===== src/rtl/bias_mode_scheduler_if.sv =====
// Requester-side request/acknowledge bus of the bias mode scheduler.
interface bias_mode_scheduler_if;
    logic [2:0] req_valid;
    logic [5:0] req_mode;
    logic [2:0] req_ack;
    logic       ack_err;

    // Requesters drive valid/mode and observe the ack.
    modport master (
        output req_valid,
        output req_mode,
        input  req_ack,
        input  ack_err
    );

    // The scheduler consumes requests and returns the ack.
    modport slave (
        input  req_valid,
        input  req_mode,
        output req_ack,
        output ack_err
    );
endinterface


===== src/rtl/bias_mode_scheduler.sv =====
// Arbitrates bias-mode requests and sequences the bias mux through each change,
// with busy/ready tracking, post-change dwell and settle-timeout fallback to SLEEP.
module bias_mode_scheduler #(
    parameter logic [1:0]  RESET_MODE       = 2'b00,
    parameter int unsigned BUSY_WAIT_CYCLES = 16,
    parameter int unsigned TIMEOUT_CYCLES   = 5000,
    parameter int unsigned DWELL_CYCLES     = 1000
) (
    input  logic                  clk,
    input  logic                  rst_n,
    bias_mode_scheduler_if.slave  req,
    output logic [1:0]            bias_mode_select,
    input  logic                  bias_busy,
    input  logic                  bias_ready,
    output logic [1:0]            current_mode,
    output logic                  sched_busy,
    output logic                  timeout_flag,
    input  logic                  clear_fault
);

    localparam int unsigned BW = $clog2(BUSY_WAIT_CYCLES + 1);
    localparam int unsigned TW = $clog2(TIMEOUT_CYCLES + 1);
    localparam int unsigned DW = $clog2(DWELL_CYCLES + 1);

    localparam logic [BW-1:0] BUSY_LIM  = BW'(BUSY_WAIT_CYCLES);
    localparam logic [TW-1:0] TO_LIM    = TW'(TIMEOUT_CYCLES);
    localparam logic [DW-1:0] DWELL_LIM = DW'(DWELL_CYCLES);

    localparam logic [1:0] MODE_SLEEP = 2'b10;
    localparam logic [1:0] MODE_RSVD  = 2'b11;

    typedef enum logic [2:0] {
        S_IDLE,
        S_WAIT_BUSY,
        S_WAIT_READY,
        S_DWELL,
        S_FAULT
    } state_t;

    state_t        state;
    logic [1:0]    gnt_idx;
    logic [1:0]    gnt_mode;
    logic [BW-1:0] bcnt;
    logic [TW-1:0] tcnt;
    logic [DW-1:0] dcnt;

    logic [2:0]    cand_c;
    logic          arb_hit_c;
    logic [1:0]    arb_idx_c;
    logic [1:0]    arb_mode_c;
    logic [BW-1:0] bcnt_inc_c;
    logic [TW-1:0] tcnt_inc_c;
    logic          busy_hit_c;
    logic          to_hit_c;

    function automatic logic [2:0] idx_onehot(input logic [1:0] idx);
        case (idx)
            2'd0:    idx_onehot = 3'b001;
            2'd1:    idx_onehot = 3'b010;
            default: idx_onehot = 3'b100;
        endcase
    endfunction

    // A requester whose ack is on the bus this cycle has not yet dropped valid; mask it.
    assign cand_c = req.req_valid & ~req.req_ack;

    // Fixed-priority arbitration, lowest index wins.
    always_comb begin
        arb_hit_c = 1'b1;
        arb_idx_c = 2'd0;
        if (cand_c[0]) begin
            arb_idx_c = 2'd0;
        end else if (cand_c[1]) begin
            arb_idx_c = 2'd1;
        end else if (cand_c[2]) begin
            arb_idx_c = 2'd2;
        end else begin
            arb_hit_c = 1'b0;
        end
        case (arb_idx_c)
            2'd0:    arb_mode_c = req.req_mode[1:0];
            2'd1:    arb_mode_c = req.req_mode[3:2];
            default: arb_mode_c = req.req_mode[5:4];
        endcase
    end

    // Saturating counter increments and their terminal conditions.
    assign bcnt_inc_c = (bcnt == BUSY_LIM) ? bcnt : bcnt + BW'(1);
    assign tcnt_inc_c = (tcnt == TO_LIM)   ? tcnt : tcnt + TW'(1);
    assign busy_hit_c = (bcnt_inc_c == BUSY_LIM);
    assign to_hit_c   = (tcnt_inc_c == TO_LIM);

    // Scheduler FSM with registered outputs; acks are single-cycle pulses.
    always_ff @(posedge clk or negedge rst_n) begin
        if (!rst_n) begin
            state            <= S_IDLE;
            bias_mode_select <= RESET_MODE;
            current_mode     <= RESET_MODE;
            req.req_ack      <= 3'b000;
            req.ack_err      <= 1'b0;
            sched_busy       <= 1'b0;
            timeout_flag     <= 1'b0;
            gnt_idx          <= 2'd0;
            gnt_mode         <= RESET_MODE;
            bcnt             <= '0;
            tcnt             <= '0;
            dcnt             <= '0;
        end else begin
            req.req_ack <= 3'b000;
            req.ack_err <= 1'b0;
            unique case (state)
                S_IDLE: begin
                    if (arb_hit_c) begin
                        gnt_idx  <= arb_idx_c;
                        gnt_mode <= arb_mode_c;
                        if (arb_mode_c == MODE_RSVD) begin
                            req.req_ack <= idx_onehot(arb_idx_c);
                            req.ack_err <= 1'b1;
                        end else if (arb_mode_c == current_mode) begin
                            req.req_ack <= idx_onehot(arb_idx_c);
                        end else begin
                            bias_mode_select <= arb_mode_c;
                            bcnt             <= '0;
                            tcnt             <= '0;
                            state            <= S_WAIT_BUSY;
                            sched_busy       <= 1'b1;
                        end
                    end
                end
                S_WAIT_BUSY, S_WAIT_READY: begin
                    tcnt <= tcnt_inc_c;
                    if (to_hit_c) begin
                        bias_mode_select <= MODE_SLEEP;
                        current_mode     <= MODE_SLEEP;
                        req.req_ack      <= idx_onehot(gnt_idx);
                        req.ack_err      <= 1'b1;
                        timeout_flag     <= 1'b1;
                        state            <= S_FAULT;
                    end else if (state == S_WAIT_BUSY) begin
                        bcnt <= bcnt_inc_c;
                        if (bias_busy || busy_hit_c) begin
                            state <= S_WAIT_READY;
                        end
                    end else if (!bias_busy && bias_ready) begin
                        current_mode <= gnt_mode;
                        req.req_ack  <= idx_onehot(gnt_idx);
                        dcnt         <= DWELL_LIM;
                        state        <= S_DWELL;
                    end
                end
                S_DWELL: begin
                    if (dcnt <= DW'(1)) begin
                        dcnt       <= '0;
                        state      <= S_IDLE;
                        sched_busy <= 1'b0;
                    end else begin
                        dcnt <= dcnt - DW'(1);
                    end
                end
                S_FAULT: begin
                    if (clear_fault) begin
                        timeout_flag <= 1'b0;
                        state        <= S_IDLE;
                        sched_busy   <= 1'b0;
                    end
                end
                default: begin
                    state      <= S_IDLE;
                    sched_busy <= 1'b0;
                end
            endcase
        end
    end

endmodule


===== src/flat_wrapper.sv =====
// flat-port wrapper written by rule: the top's interface ports become plain ports
module bias_mode_scheduler_flat 
#(
    parameter logic [1:0]  RESET_MODE       = 2'b00,
    parameter int unsigned BUSY_WAIT_CYCLES = 16,
    parameter int unsigned TIMEOUT_CYCLES   = 5000,
    parameter int unsigned DWELL_CYCLES     = 1000
)
  (clk, rst_n, bias_mode_select, bias_busy, bias_ready, current_mode, sched_busy, timeout_flag, clear_fault, req_req_valid, req_req_mode, req_req_ack, req_ack_err);
  bias_mode_scheduler_if req_i ();
  input  logic clk;
  input  logic rst_n;
  output logic [1:0] bias_mode_select;
  input  logic bias_busy;
  input  logic bias_ready;
  output logic [1:0] current_mode;
  output logic sched_busy;
  output logic timeout_flag;
  input  logic clear_fault;
  input wire logic [$bits(req_i.req_valid)-1:0] req_req_valid;
  input wire logic [$bits(req_i.req_mode)-1:0] req_req_mode;
  output wire logic [$bits(req_i.req_ack)-1:0] req_req_ack;
  output wire logic [$bits(req_i.ack_err)-1:0] req_ack_err;
  assign req_i.req_valid = req_req_valid;
  assign req_i.req_mode = req_req_mode;
  assign req_req_ack = req_i.req_ack;
  assign req_ack_err = req_i.ack_err;
  bias_mode_scheduler #(.RESET_MODE(RESET_MODE), .BUSY_WAIT_CYCLES(BUSY_WAIT_CYCLES), .TIMEOUT_CYCLES(TIMEOUT_CYCLES), .DWELL_CYCLES(DWELL_CYCLES)) u_core (.clk(clk), .rst_n(rst_n), .req(req_i), .bias_mode_select(bias_mode_select), .bias_busy(bias_busy), .bias_ready(bias_ready), .current_mode(current_mode), .sched_busy(sched_busy), .timeout_flag(timeout_flag), .clear_fault(clear_fault));
endmodule

===== config.mk =====
export PLATFORM = sky130hd
export DESIGN_NAME = bias_mode_scheduler_flat
export DESIGN_NICKNAME = d
export VERILOG_FILES = /design/src/rtl/bias_mode_scheduler_if.sv /design/src/rtl/bias_mode_scheduler.sv /design/src/flat_wrapper.sv
export SDC_FILE = /design/constraint.sdc
export NUM_CORES = 1
export LEC_CHECK = 0
export ABC_AREA = 0
export CAP_MARGIN = 20
export CORE_MARGIN = 1
export CORE_UTILIZATION = 63
export CTS_CLUSTER_SIZE = 28
export DETAILED_ROUTE_END_ITERATION = 8
export GPL_TIMING_DRIVEN = 0
export PLACE_DENSITY = 0.85
export SLEW_MARGIN = 20
export SYNTH_ARGS = -nofsm -noshare
export SYNTH_HDL_FRONTEND = slang
export SYNTH_SLANG_ARGS = --single-unit

===== constraint.sdc =====
create_clock -name clk -period 6.6 [get_ports clk]
set_input_delay 1.32 -clock clk [delete_from_list [all_inputs] [get_ports clk]]
set_output_delay 1.32 -clock clk [all_outputs]
set_load 0.01 [all_outputs]

==> Word level (Yosys, flattened, before mapping) <==
Cells that the tools add are included.
{ "classes": {"add_sub_neg": 3, "order_cmp": 1, "n_eq_ne": 25, "muxes": 63, "bitwise": 3, "n_reduce_logical": 20} }
{ "ops": {"columns": ["op", "count"], "rows": [
  ["13-bit two-way mux", 4],
  ["3-bit two-way mux", 15],
  ["10-bit two-way mux", 4],
  ["5-bit two-way mux", 6],
  ["13-bit equality test, second input constant", 2],
  ["13-bit one-hot mux with 2 select lines", 1],
  ["2-bit two-way mux", 10],
  ["10-bit one-hot mux with 2 select lines", 1],
  ["3-bit one-hot mux with 2 select lines", 3],
  ["13-bit by 1-bit adder with 13-bit output, second input constant", 1],
  ["1-bit two-way mux", 12],
  ["2-bit by 1-bit inequality test with 1-bit output, second input constant", 6],
  ["3-bit one-hot mux with 4 select lines", 1],
  ["6-bit AND reduction", 2],
  ["5-bit equality test, second input constant", 2],
  ["10-bit by 1-bit <= comparator with 1-bit output, second input constant", 1],
  ["2-bit inequality test, second input constant", 5],
  ["5-bit one-hot mux with 2 select lines", 1],
  ["10-bit by 1-bit subtractor with 10-bit output, second input constant", 1],
  ["2-bit one-hot mux with 2 select lines", 2],
  ["4-bit AND reduction", 2],
  ["2-bit nonzero test", 4],
  ["7-bit AND reduction", 1],
  ["3-bit by 2-bit equality test with 1-bit output, second input constant", 2],
  ["22 further kinds", 26]
]} }
{ "totals": {"reg_bits": 45, "in_bits": 14, "elab_cells": 127} }

==> Depth between registers and ports, before layout <==
{ "depth": {"word_depth": 12, "depth_mapped": 9} }

==> Worst setup path before layout <==
Ideal clock, no wire load.
{ "synth_timing": {"kind": "input-to-reg", "from": "input port req_req_valid[1]", "to": "register u_core.tcnt[9]", "t_arrival_ps": 2806, "path_slack_ps": 3661, "stages": 8, "path_buffers": 2, "path_cell_list": "nor2b_1 -> clkbuf_1 -> a21oi_1 -> o31a_1 -> o221ai_2 -> and2_1 -> buf_2 -> a31oi_1"} }
{ "synth_between": {"elab_chain_len": 8, "elab_cells_between_ends": 14, "cone_classes": "eq/ne (6); mux (5); bitwise (1); reduce/logical (2)"} }
{ "synth_lines": {"columns": ["item", "line", "source"], "rows": [
  ["from (decl)", "flat_wrapper.sv:20", "input wire logic [$bits(req_i.req_valid)-1:0] req_req_valid;"],
  ["3-bit AND *", "bias_mode_scheduler.sv:65", "assign cand_c = req.req_valid & ~req.req_ack;"],
  ["2-bit two-way mux", "bias_mode_scheduler.sv:73", "end else if (cand_c[1]) begin"],
  ["2-bit two-way mux", "bias_mode_scheduler.sv:71", "if (cand_c[0]) begin"],
  ["2-bit by 1-bit equality test with 1-bit output or 2-bit zero test (tied branches)", "bias_mode_scheduler.sv:80", "case (arb_idx_c)"],
  ["2-bit one-hot mux with 2 select lines", "bias_mode_scheduler.sv:80", null],
  ["2-bit equality test, on equally long branches", "bias_mode_scheduler.sv:116, bias_mode_scheduler.sv:119", null],
  ["2-bit inequality test (no source line)", null, null],
  ["4-bit AND reduction (no source line) *", null, null],
  ["to (signal assigned)", "bias_mode_scheduler.sv:131", "tcnt <= tcnt_inc_c;"],
  ["to (decl)", "bias_mode_scheduler.sv:44", "logic [TW-1:0] tcnt;"]
]} }
Mark *: on every way between the ends. The rest lies on a longest branch, timed or not.
A chain may end at the register's enable or synchronous reset.

==> Final worst setup path <==
Same ends and word-level chain as after synthesis.

==> impl_results.md <==
- Fin crit period: 3.485 ns
- Io pins: 24
- Largest net degree at the start of global routing: 26
- Post-DP Area: roughly 0.0034 mm2
- CTS Buffer Depth: 2
- Drt wl/cell: 15.58 um
- Die ar.: ~0.0052 mm2
- Setup Slack @ Placement: around 2.8 ns
- IO buf count: 23
- Worst setup SP type: primary input
- Die width: approximately 70 um
- FP Rows: 25
- Post-DRT Antenna Nets: 0
- Post-Syn Area: approximately 0.003 mm2
- Asr flop ratio synth: 1.000
- Worst IR drop on VDD: between 0.0001 and 0.00015 V
- Remaining DRCs: 0
- GRT Overall Usage: 0.2863
- Post-CTS Resized: 0
- GP Congestion: between 0.8 and 0.9
- Pwr Density: between 100 and 150 mW/mm2
- Clock transition at path regs: 0.09 ns
- Max Cap Viol: 0
- Clock skew: 0.006157 ns
- Endpoint class of the critical path: flip-flop
- Post-route cell area: around 0.0035 mm2
- Final WL: roughly 7000 um
- Die Height: ~70 um
- CTS root buffer: clkbuf_8
- Fin crit share: 0.5280
- Data arrival time of the worst path: ~3.7 ns
- Synth Warn #: 0
- Share of layout cells above drive strength 1: 0.08684
- TNS Setup: 0 ns
- DRT iter0 DRCs: 328
- Total grt overflow: 0
- Core Box Area: approximately 0.0047 mm2
- Hold_buf cts: 0
- WP data required: 6.78 ns
- PnR worst setup slack: 3.115 ns
- Antenna cells: 0
- Pre-antenna DRT Iters: 5
- Post-synthesis cell type count: 70
- Maximum clock rate: ~290 MHz
- Post-DP HPWL: between 5000 and 6000 um
- Post-synthesis cell count: approximately 350
- Post-CTS setup repair buffer count: 0
- # fillers: 360
- Mapped Avg Cell Area: 8.870 um2
- Worst setup path class: in -> reg
- Via count: about 2800
- Starting Density: 0.6535
- Final Hold Vio Count: 0
- Layout area overhead: 13.62%
- Post-synth top flop: dfrtp_1
- Vias in the first global route: around 2600
- CP max FO: 10
- Syn_nets: around 370
- Final setup violation count: 0
- Sequential share of the synthesized area: 0.3648
- Worst min path class: reg -> reg
- Min-Delay Path Depth: 2
- Slew Limit Fails: 0
- # nets final: 399
- CTS tree: built
- R2R depth: 8
- Initial antenna violation count: 0
- Latest clock arrival within the worst-skew pair: about 0.31 ns
- Number of synthesized flops with an enable pin: 0
- CTS sink cnt: 45
- Outcome: finished clean
- Vias per cell: 6.306
- # H-tree levels: 2
- TritonCTS Buffers: 5
- Max_slew headroom: 0.5857
- RSZ-0062 raised after global routing: no
- Flops & latches, synth: 45
- Finished Core Util: 0.7425
- First-pass GRT wire length: approximately 12000 um
- Worst Tran Pin Value: 0.6167 ns
- Pleak: ~1.4 nW
-- Yosys cell counts (4+ instances only) --
cell	count	area, um2
dfrtp_1	45	1126
a21oi_1	29	145.1
nand2_1	23	86.33
nor2_1	21	78.83
nand3_1	20	100.1
inv_1	18	67.56
a31oi_1	16	100.1
clkbuf_1	15	56.30
nor3_1	12	60.06
o211ai_1	11	82.58
o21ai_0	9	45.04
nand2b_1	8	50.05
nor2b_1	8	50.05
and3_1	7	43.79
ha_1	6	75.07
and2_1	5	31.28
a211o_1	4	35.03
nand4_1	4	25.02
nor3b_1	4	30.03
nor4_1	4	25.02
-- worst paths after layout --
kind / from / end / slack, ns
worst min-delay path: u_core.gnt_mode[0] / u_core.gnt_mode[0] / 0.48
worst max register to register: u_core.tcnt[0] / u_core.bcnt[2] / 3.91
worst max-delay path: req_req_valid[1] / u_core.tcnt[9] / 3.12
worst min register to register: u_core.gnt_mode[0] / u_core.gnt_mode[0] / 0.48
min in group asynchronous: rst_n / u_core.tcnt[5] / 0.97
max in group asynchronous: rst_n / u_core.dcnt[6] / 5.13
-- registers in the layout (all words and copies together) (netlist names) --
signal	cells
u_core.bias_mode_select	2
u_core.timeout_flag	1
u_core.tcnt	13
u_core.req.req_ack	3
u_core.req.ack_err	1
u_core.bcnt	5
u_core.state	3
u_core.gnt_mode	2
u_core.gnt_idx	2
u_core.sched_busy	1
u_core.dcnt	10
u_core.current_mode	2
-- metal layers --
layer | GRT usage | routed length (um)
met1 | 0.3986 | 3303
met2 | 0.4581 | 3280
met4 | 0.1002 | 109
met3 | 0.04444 | 272
met5 | 0 | 0
-- cell usage in the layout, fill, tap and decap left out, types with 5 or more instances in the layout --
cell / instances
o21ai_0: 9
nor2b_1: 8
nand3_1: 20
a31oi_1: 16
nand2b_1: 8
nand2_1: 23
o211ai_1: 11
and3_1: 7
nor2_1: 21
nor3_1: 12
clkbuf_1: 15
a21oi_1: 29
ha_1: 6
inv_1: 18
and2_1: 5
clkdlybuf4s50_1: 22
dfrtp_1: 45
clkbuf_8: 5
-- cells by family after synthesis --
| kind of cell | count (synthesis) | share of synthesized area |
|---|---|---|
| mux | 3 | 0.01094 |
| simple gates | 140 | 0.2785 |
| compound gates | 112 | 0.2590 |
| buf+inv | 39 | 0.05391 |
| fa+ha+maj | 6 | 0.02432 |
| xor+xnor | 3 | 0.008514 |
| flops | 45 | 0.3648 |
-- power breakdown --
group	switching (mW)	internal, mW
clock network	0.104	0.0753
logic	0.0166	0.0128
registers	0.000284	0.276
total	0.121	0.364
-- stage by stage --
step	total power, mW	std cells	hold slack, ns
final	0.4849	447	0.4843
after global placement	0.3097	438	0.4631
after floorplan	0.2931	348	0.4467
after global routing	0.4996	447	0.5198
after detailed placement	0.3109	439	0.4633
after CTS	0.4872	447	0.4865
-- worst max-delay path, stage by stage --
cell and delay, ns:
clkdlybuf4s50_1 0.47, nor2b_1 0.12, clkbuf_1 0.32, a21oi_1 0.14, o31a_1 0.32, o221ai_2 0.37
and2_1 0.23, buf_2 0.24, a31oi_1 0.12
-- area by class of cell --
cell class                      instances  area (um2)  share of cell area
Sequential cell                        45        1126              0.3211
Multi-Input combinational cell        264        1794              0.5116
Buffer                                 21       98.84             0.02818
Clock buffer                            5       68.82             0.01962
Inverter                               18       67.56             0.01927
Clock inverter                          3       22.52            0.006422
Tap cell                               67       83.83             0.02390
Timing Repair Buffer                   24       245.2             0.06993
Power figures use the tool's default switching activity.
